==> src/rtl/imm_decode_stage.sv <==
// Registered RV32I immediate-decode stage.
// Classifies an instruction word into an immediate format and assembles the
// extended 32-bit immediate. IMM and IMM_TYPE appear one cycle after an
// instruction is accepted with VALID_IN=1, and hold while VALID_IN=0.
module imm_decode_stage (
    input  logic        CLK,
    input  logic        RESET,
    input  logic [31:0] INSTR,
    input  logic        VALID_IN,
    output logic [31:0] IMM,
    output logic [2:0]  IMM_TYPE,
    output logic        VALID_OUT
);

    // Immediate format codes as presented on IMM_TYPE.
    typedef enum logic [2:0] {
        IMM_NONE = 3'b000,
        IMM_I    = 3'b001,
        IMM_S    = 3'b010,
        IMM_B    = 3'b011,
        IMM_U    = 3'b100,
        IMM_J    = 3'b101,
        IMM_CSR  = 3'b110
    } imm_type_e;

    // Major opcodes, INSTR[6:2]; INSTR[1:0] is not part of the decode.
    localparam logic [4:0] OPC_LOAD   = 5'b00000;
    localparam logic [4:0] OPC_OP_IMM = 5'b00100;
    localparam logic [4:0] OPC_AUIPC  = 5'b00101;
    localparam logic [4:0] OPC_STORE  = 5'b01000;
    localparam logic [4:0] OPC_LUI    = 5'b01101;
    localparam logic [4:0] OPC_BRANCH = 5'b11000;
    localparam logic [4:0] OPC_JALR   = 5'b11001;
    localparam logic [4:0] OPC_JAL    = 5'b11011;
    localparam logic [4:0] OPC_SYSTEM = 5'b11100;

    logic [4:0]  opcode;
    logic [2:0]  funct3;
    logic        sgn;

    imm_type_e   imm_type_d;
    imm_type_e   imm_type_q;
    logic [31:0] imm_d;
    logic [31:0] imm_q;
    logic        valid_q;

    assign opcode = INSTR[6:2];
    assign funct3 = INSTR[14:12];
    assign sgn    = INSTR[31];

    // Classify the instruction into an immediate format.
    always_comb begin
        // NOTE: every always_comb output gets a default first so no path can
        // leave it unassigned and infer a latch.
        imm_type_d = IMM_NONE;
        unique case (opcode)
            OPC_OP_IMM,
            OPC_LOAD,
            OPC_JALR:   imm_type_d = IMM_I;
            OPC_STORE:  imm_type_d = IMM_S;
            OPC_BRANCH: imm_type_d = IMM_B;
            OPC_LUI,
            OPC_AUIPC:  imm_type_d = IMM_U;
            OPC_JAL:    imm_type_d = IMM_J;
            // funct3=000 is ECALL/EBREAK/xRET, which carry no immediate.
            OPC_SYSTEM: imm_type_d = (funct3 != 3'b000) ? IMM_CSR : IMM_NONE;
            default:    imm_type_d = IMM_NONE;
        endcase
    end

    // Assemble the extended immediate for the selected format.
    always_comb begin
        imm_d = 32'h0000_0000;
        unique case (imm_type_d)
            // Shift-immediates take the plain I-format value; no shamt masking.
            IMM_I:   imm_d = {{20{sgn}}, INSTR[31:20]};
            IMM_S:   imm_d = {{20{sgn}}, INSTR[31:25], INSTR[11:7]};
            IMM_B:   imm_d = {{19{sgn}}, sgn, INSTR[7], INSTR[30:25],
                              INSTR[11:8], 1'b0};
            IMM_U:   imm_d = {INSTR[31:12], 12'h000};
            IMM_J:   imm_d = {{11{sgn}}, sgn, INSTR[19:12], INSTR[20],
                              INSTR[30:21], 1'b0};
            // CSR*I forms use the rs1 field as a zero-extended 5-bit uimm.
            IMM_CSR: imm_d = {27'b0, INSTR[19:15]};
            default: imm_d = 32'h0000_0000;
        endcase
    end

    // Output register: load on accepted instructions, otherwise hold.
    always_ff @(posedge CLK or posedge RESET) begin
        // NOTE: sequential state uses non-blocking assignments so every
        // register samples pre-edge values regardless of statement order.
        if (RESET) begin
            imm_q      <= 32'h0000_0000;
            imm_type_q <= IMM_NONE;
        end else if (VALID_IN) begin
            imm_q      <= imm_d;
            imm_type_q <= imm_type_d;
        end
    end

    // Valid flag follows VALID_IN on every edge, accepted or not.
    always_ff @(posedge CLK or posedge RESET) begin
        if (RESET) begin
            valid_q <= 1'b0;
        end else begin
            valid_q <= VALID_IN;
        end
    end

    assign IMM       = imm_q;
    assign IMM_TYPE  = imm_type_q;
    assign VALID_OUT = valid_q;

endmodule

==> config.mk <==
export PLATFORM = sky130hd
export DESIGN_NAME = imm_decode_stage
export DESIGN_NICKNAME = d
export VERILOG_FILES = /design/src/rtl/imm_decode_stage.sv
export SDC_FILE = /design/constraint.sdc
export NUM_CORES = 1
export LEC_CHECK = 0
export ABC_AREA = 1
export CORE_MARGIN = 5
export CORE_UTILIZATION = 35
export CTS_CLUSTER_DIAMETER = 30
export DETAILED_ROUTE_END_ITERATION = 7
export DONT_BUFFER_PORTS = 1
export SLEW_MARGIN = 10
export SYNTH_ARGS = -nofsm -noshare
export SYNTH_HDL_FRONTEND = slang
export SYNTH_SLANG_ARGS = --single-unit
export TNS_END_PERCENT = 10
==> constraint.sdc <==
create_clock -name CLK -period 1.6 [get_ports CLK]
set_input_delay 0.16 -clock CLK [delete_from_list [all_inputs] [get_ports CLK]]
set_output_delay 0.16 -clock CLK [all_outputs]
set_load 0.005 [all_outputs]
# == Word-level counts from Yosys, hierarchy flattened ==
# Index checks and enable logic that the tools add are counted.
# op_classes
bitwise_logic,0
shift,0
multipliers,0
n_eq_ne,14
magnitude_cmp,0
n_div,0
n_reduce_logical,4
muxes,3
addsub,0
# op_table
operator,n
case mux 32 bit (6 select lines),1
equality test 5 bit (second input constant),4
case mux 3 bit (6 select lines),1
equality test 5 x 3 -> 1 bit (second input constant),2
equality test 5 x 4 -> 1 bit (second input constant),2
equality test 3 bit (second input constant),3
equality test 3 x 2 -> 1 bit (second input constant),2
zero test 5 bit,1
equality test 3 x 1 -> 1 bit (second input constant),1
2-to-1 mux 3 bit,1
nonzero test 3 bit,1
OR reduction 3 bit,1
OR reduction 2 bit,1
# totals
latch_bits,0
romBits,0
out_inout_bits,36
regBits,36
mem_count,0
mem_bits_rw,0

# == Longest topological paths before layout ==
# logic_depth
ltp_word,5
depth_mapped,10
ltp_nobuf,9

# == Worst setup path before layout ==
# Ideal clock, no wire load.
# synth_timing
kind,input port to flip-flop
startpoint,input port INSTR[6]
endpoint,"register imm_q[20], in the netlist IMM[20]"
arrival_ns,1.092
path_buffers,2
required_ns,1.483
path_slack_ns,0.392
setup_ns,0.117
path_stages,9
path_cell_list,buf_2 inv_1 nand3_2 nand2_4 o21ai_4 buf_6 nand2_1 nand2_1 nand2_1
# synth_between
elab_chain_cells,5
# synth_rtl
item,line,rtl
start: declaration,8,"input logic [31:0] INSTR,"
equality test 5 x 3 -> 1 bit (tied with other cells),56,unique case (opcode)
OR reduction 3 bit or OR reduction 2 bit (tied branches),56,
case mux 3 bit (6 select lines) (*),56,
equality test 3 bit (tied with other cells),74,unique case (imm_type_d)
case mux 32 bit (6 select lines) (*),74,
end signal: assignment,97,imm_q <= imm_d;
end: declaration,44,logic [31:0] imm_q;
# Every way passes the cells marked *; elsewhere a longest branch is shown, timed or not.
# A chain may end at the register's enable or synchronous reset.

# == Final worst setup path ==
# layout_timing
startpoint,input port VALID_IN
endpoint,"register imm_type_q[1], in the netlist IMM_TYPE[1]"
# layout_rtl
item,line,rtl
start: declaration,9,"input logic VALID_IN,"
end signal: assignment,98,imm_type_q <= imm_type_d;
end: declaration,42,imm_type_e imm_type_q;
# No word-level cell between the ends.

==> reports/metrics.csv <==
stage,metric,value,unit
run_status,status,"complete, no violations",
logic_synthesis,synth-seq-cells,36,
clock_network,cts_tree,done,
layout,n_antenna_cell,0,
timing,fin_crit_sh,93.6,%
clock_network,path_clk_slew,70,ps
layout,drive_gt1_share,9.66,%
logic_synthesis,synth.area.mux_share,0,%
worst_setup_path,required,1720,ps
drt,dr.pass1.iters,4,
clock_network,clock-root-buffer,clkbuf_8,
global_route,gr-total-overflow,0,
worst_setup_path,rr_worst_depth,2,
logic_synthesis,synth_cells,350,
timing,slew_viol_final,0,
timing,setup_viol,0,
worst_setup_path,crit_type,input pin to flop,
global_route,grt_pass1_vias,1928,
logic_synthesis,ys_types,22,
worst_setup_path,rrSetupSlack,880,ps
timing,finalHoldViolations,0,
worst_setup_path,r2r-end,IMM_TYPE[1],
floorplan,die_area,8290,um2
logic_synthesis,synth_compound_area_share,1.96,%
worst_setup_path,crit_path_start_kind,input pin,
floorplan,std_cell_rows,29,
worst_setup_path,cp-end-kind,flop,
logic_synthesis,synthAdderAreaFrac,0,%
logic_synthesis,synthXorXnorAreaFrac,0,%
floorplan,ios,71,
drt,drtIter0Drc,118,
pwr,p_clk_share,41.1,%
placed_design,dp_hpwl,4680,um
logic_synthesis,syn-num-nets,385,
logic_synthesis,yosys.area_share.simple,50.5,%
drt,wl,6430,um
placed_design,place.gp.congestion,0.893,
drt,route.detailed.drc,0,
drt,drtAntennaViolNets,0,
logic_synthesis,syn-cell-area,2300,um2
worst_setup_path,crit_slowest_cell,dlygate4sd3_1,
floorplan,core_area,6390,um2
layout,syn_to_final_growth,8.49,%
global_route,grt.total_usage,15.7,%
global_route,grt_first_pass_wirelength,10500,um
worst_setup_path,cp_num_buf_inv,1,
logic_synthesis,synth_top_family_by_area,simple AND/OR/NAND/NOR gates,
timing,tns,0,ps
clock_network,cts_setup_buffers,0,
worst_setup_path,r2r-start,IMM_TYPE[1],
run,maxCapViolations,0,
placed_design,dpl-instance-area,2340,um2
min_path,min_to,IMM[30],
pwr,p_total,2.13,mW
worst_setup_path,cp_max_fo,30,
timing,grt_setup_unrepaired,false,
layout,final_nets,386,
global_route,antenna_found_initial,0,
clock_network,clock_sinks,36,
pwr,irDropWorstVdd,511,uV
timing,period_needed,1500,ps
clock_network,numCtsBuffers,5,
floorplan,die_h,91.1,um
layout,design_area,2490,um2
clock_network,insertion_delay,290,ps
worst_setup_path,path_depth,2,
pwr,p_int,1.60,mW
min_path,hold_path.class,input pin to flop,
pwr,power.leakage,1.50,nW
drt,wire_per_inst,15.0,um
clock_network,clockBufferDepth,2,
clock_network,ctsResizeCount,0,
logic_synthesis,postSynthAreaPerCell,6.57,um2
global_route,grt_max_degree,37,
drt,num_vias,2052,
logic_synthesis,yosys_warnings,0,
min_path,holdPathStages,2,
worst_setup_path,arrival,1620,ps
layout,final_cell_mix,"198 x nand2_1, 36 x dfrtp_1, 34 x nor2_1",
timing,tightestPinTransition,1110,ps
clock_network,htreeDepth,2,
layout,layout_commonest_cell,nand2_1,
worst_setup_path,path_delay_family,buffers and inverters,
placed_design,io_buffers,0,
pwr,pwr-share-comb,10.8,%
logic_synthesis,ys_seq_area_share,39.2,%
worst_setup_path,crit_chain,"dlygate4sd3_1, a31oi_1",
layout,fillers,681,
min_path,hold_start,VALID_IN,
pwr,powerDensity,856,nW/um2
timing,slew_headroom,25.9,%
drt,viasPerCell,4.78,
floorplan,start_util,36.0,%
floorplan,die_width,91.1,um
timing,skew,0,ps
timing,max_freq,668,MHz
pwr,switching_share,24.9,%
worst_setup_path,critPathMaxStageDelay,1270,ps
pwr,seqPwrFrac,48.2,%
pwr,power.switching,0.532,mW
metal layers:
layer	global-route usage, %	share of wire [%]	up-vias
li1	-	-	1069
met1	20.1	40	896
met2	24.7	47	80
met3	6.86	12	7
met4	3.06	1.2	0
met5	0	0	-
power by group through the flow:
| stage | registers [mW] | logic [mW] | clock network [mW] |
|---|---|---|---|
| after floorplan | 1.03 | 0.195 | 0 |
| after global placement | 1.05 | 0.209 | 0 |
| after detailed placement | 1.05 | 0.213 | 0 |
| after CTS | 1.03 | 0.234 | 0.904 |
| after global routing | 1.04 | 0.266 | 0.946 |
| final | 1.03 | 0.230 | 0.877 |
Yosys cell counts:
master	number	area (um2)
o21ai_4	1	16.3
nand2_1	198	743
nand4_1	9	56.3
nand2_4	2	22.5
nand3_2	3	30.0
nor2_2	3	18.8
inv_1	18	67.6
nand4_4	1	21.3
nor3_2	1	10.0
nand3_1	15	75.1
buf_2	7	35.0
nor2_1	34	128
nor3_4	1	16.3
nand2_2	1	6.26
buf_4	2	15.0
clkbuf_1	3	11.3
dfrtp_1	36	901
inv_2	2	7.51
a31oi_1	3	18.8
nor2_4	3	33.8
buf_6	5	56.3
o21ai_1	2	10.0
sequential cells by signal, indices dropped and copies added (netlist names):
| name | cells |
|---|---|
| IMM | 32 |
| IMM_TYPE | 3 |
| VALID_OUT | 1 |
worst reg2reg max path, cell delays in order (launching register included):
cell	delay (ps)
dfrtp_1	410
nor2_1	100
a31oi_1	50
how the worst max path moves through the flow:
stage / from / to / slack (ps)
2_1_floorplan: INSTR[6] / IMM[20] / 390
3_3_place_gp: INSTR[5] / IMM[31] / 250
3_5_place_dp: INSTR[5] / IMM[31] / 260
4_1_cts: VALID_IN / IMM_TYPE[2] / 80
5_1_grt: VALID_IN / IMM_TYPE[0] / 9
6_report: VALID_IN / IMM_TYPE[1] / 100
cells by family (layout without fill, tap and decap cells):
group | count (synthesis) | after routing
AOI/OAI and AO/OA | 6 | 6
DFF | 36 | 36
buffers and inverters | 37 | 39
and+or+nand+nor | 271 | 271
stage by stage:
stage	hold slack (ps)	setup slack [ps]	cells	utilization, %
floorplan	191	392	350	-
global placement	188	255	418	36.6
detailed placement	192	258	418	36.6
CTS	4.25	81.8	429	39.1
global route	6.75	8.58	429	39.1
finish	9.17	102	429	39.1
cell type report:
cell class                      count  area (um2)  area share, %
Multi-Input combinational cell    277        1210           48.3
Sequential cell                    36         901           36.1
Clock buffer                        7        96.3           3.86
Tap cell                           77        96.3           3.86
Timing Repair Buffer               11        90.1           3.61
Inverter                           20        75.1           3.01
Clock inverter                      1        30.0           1.20
timing repair:
item                                    CTS  global route
endpoints found under the hold margin    66             0
endpoints found under the setup margin    0             0
hold buffers                              3             0
(Power assumes the default switching activity.)
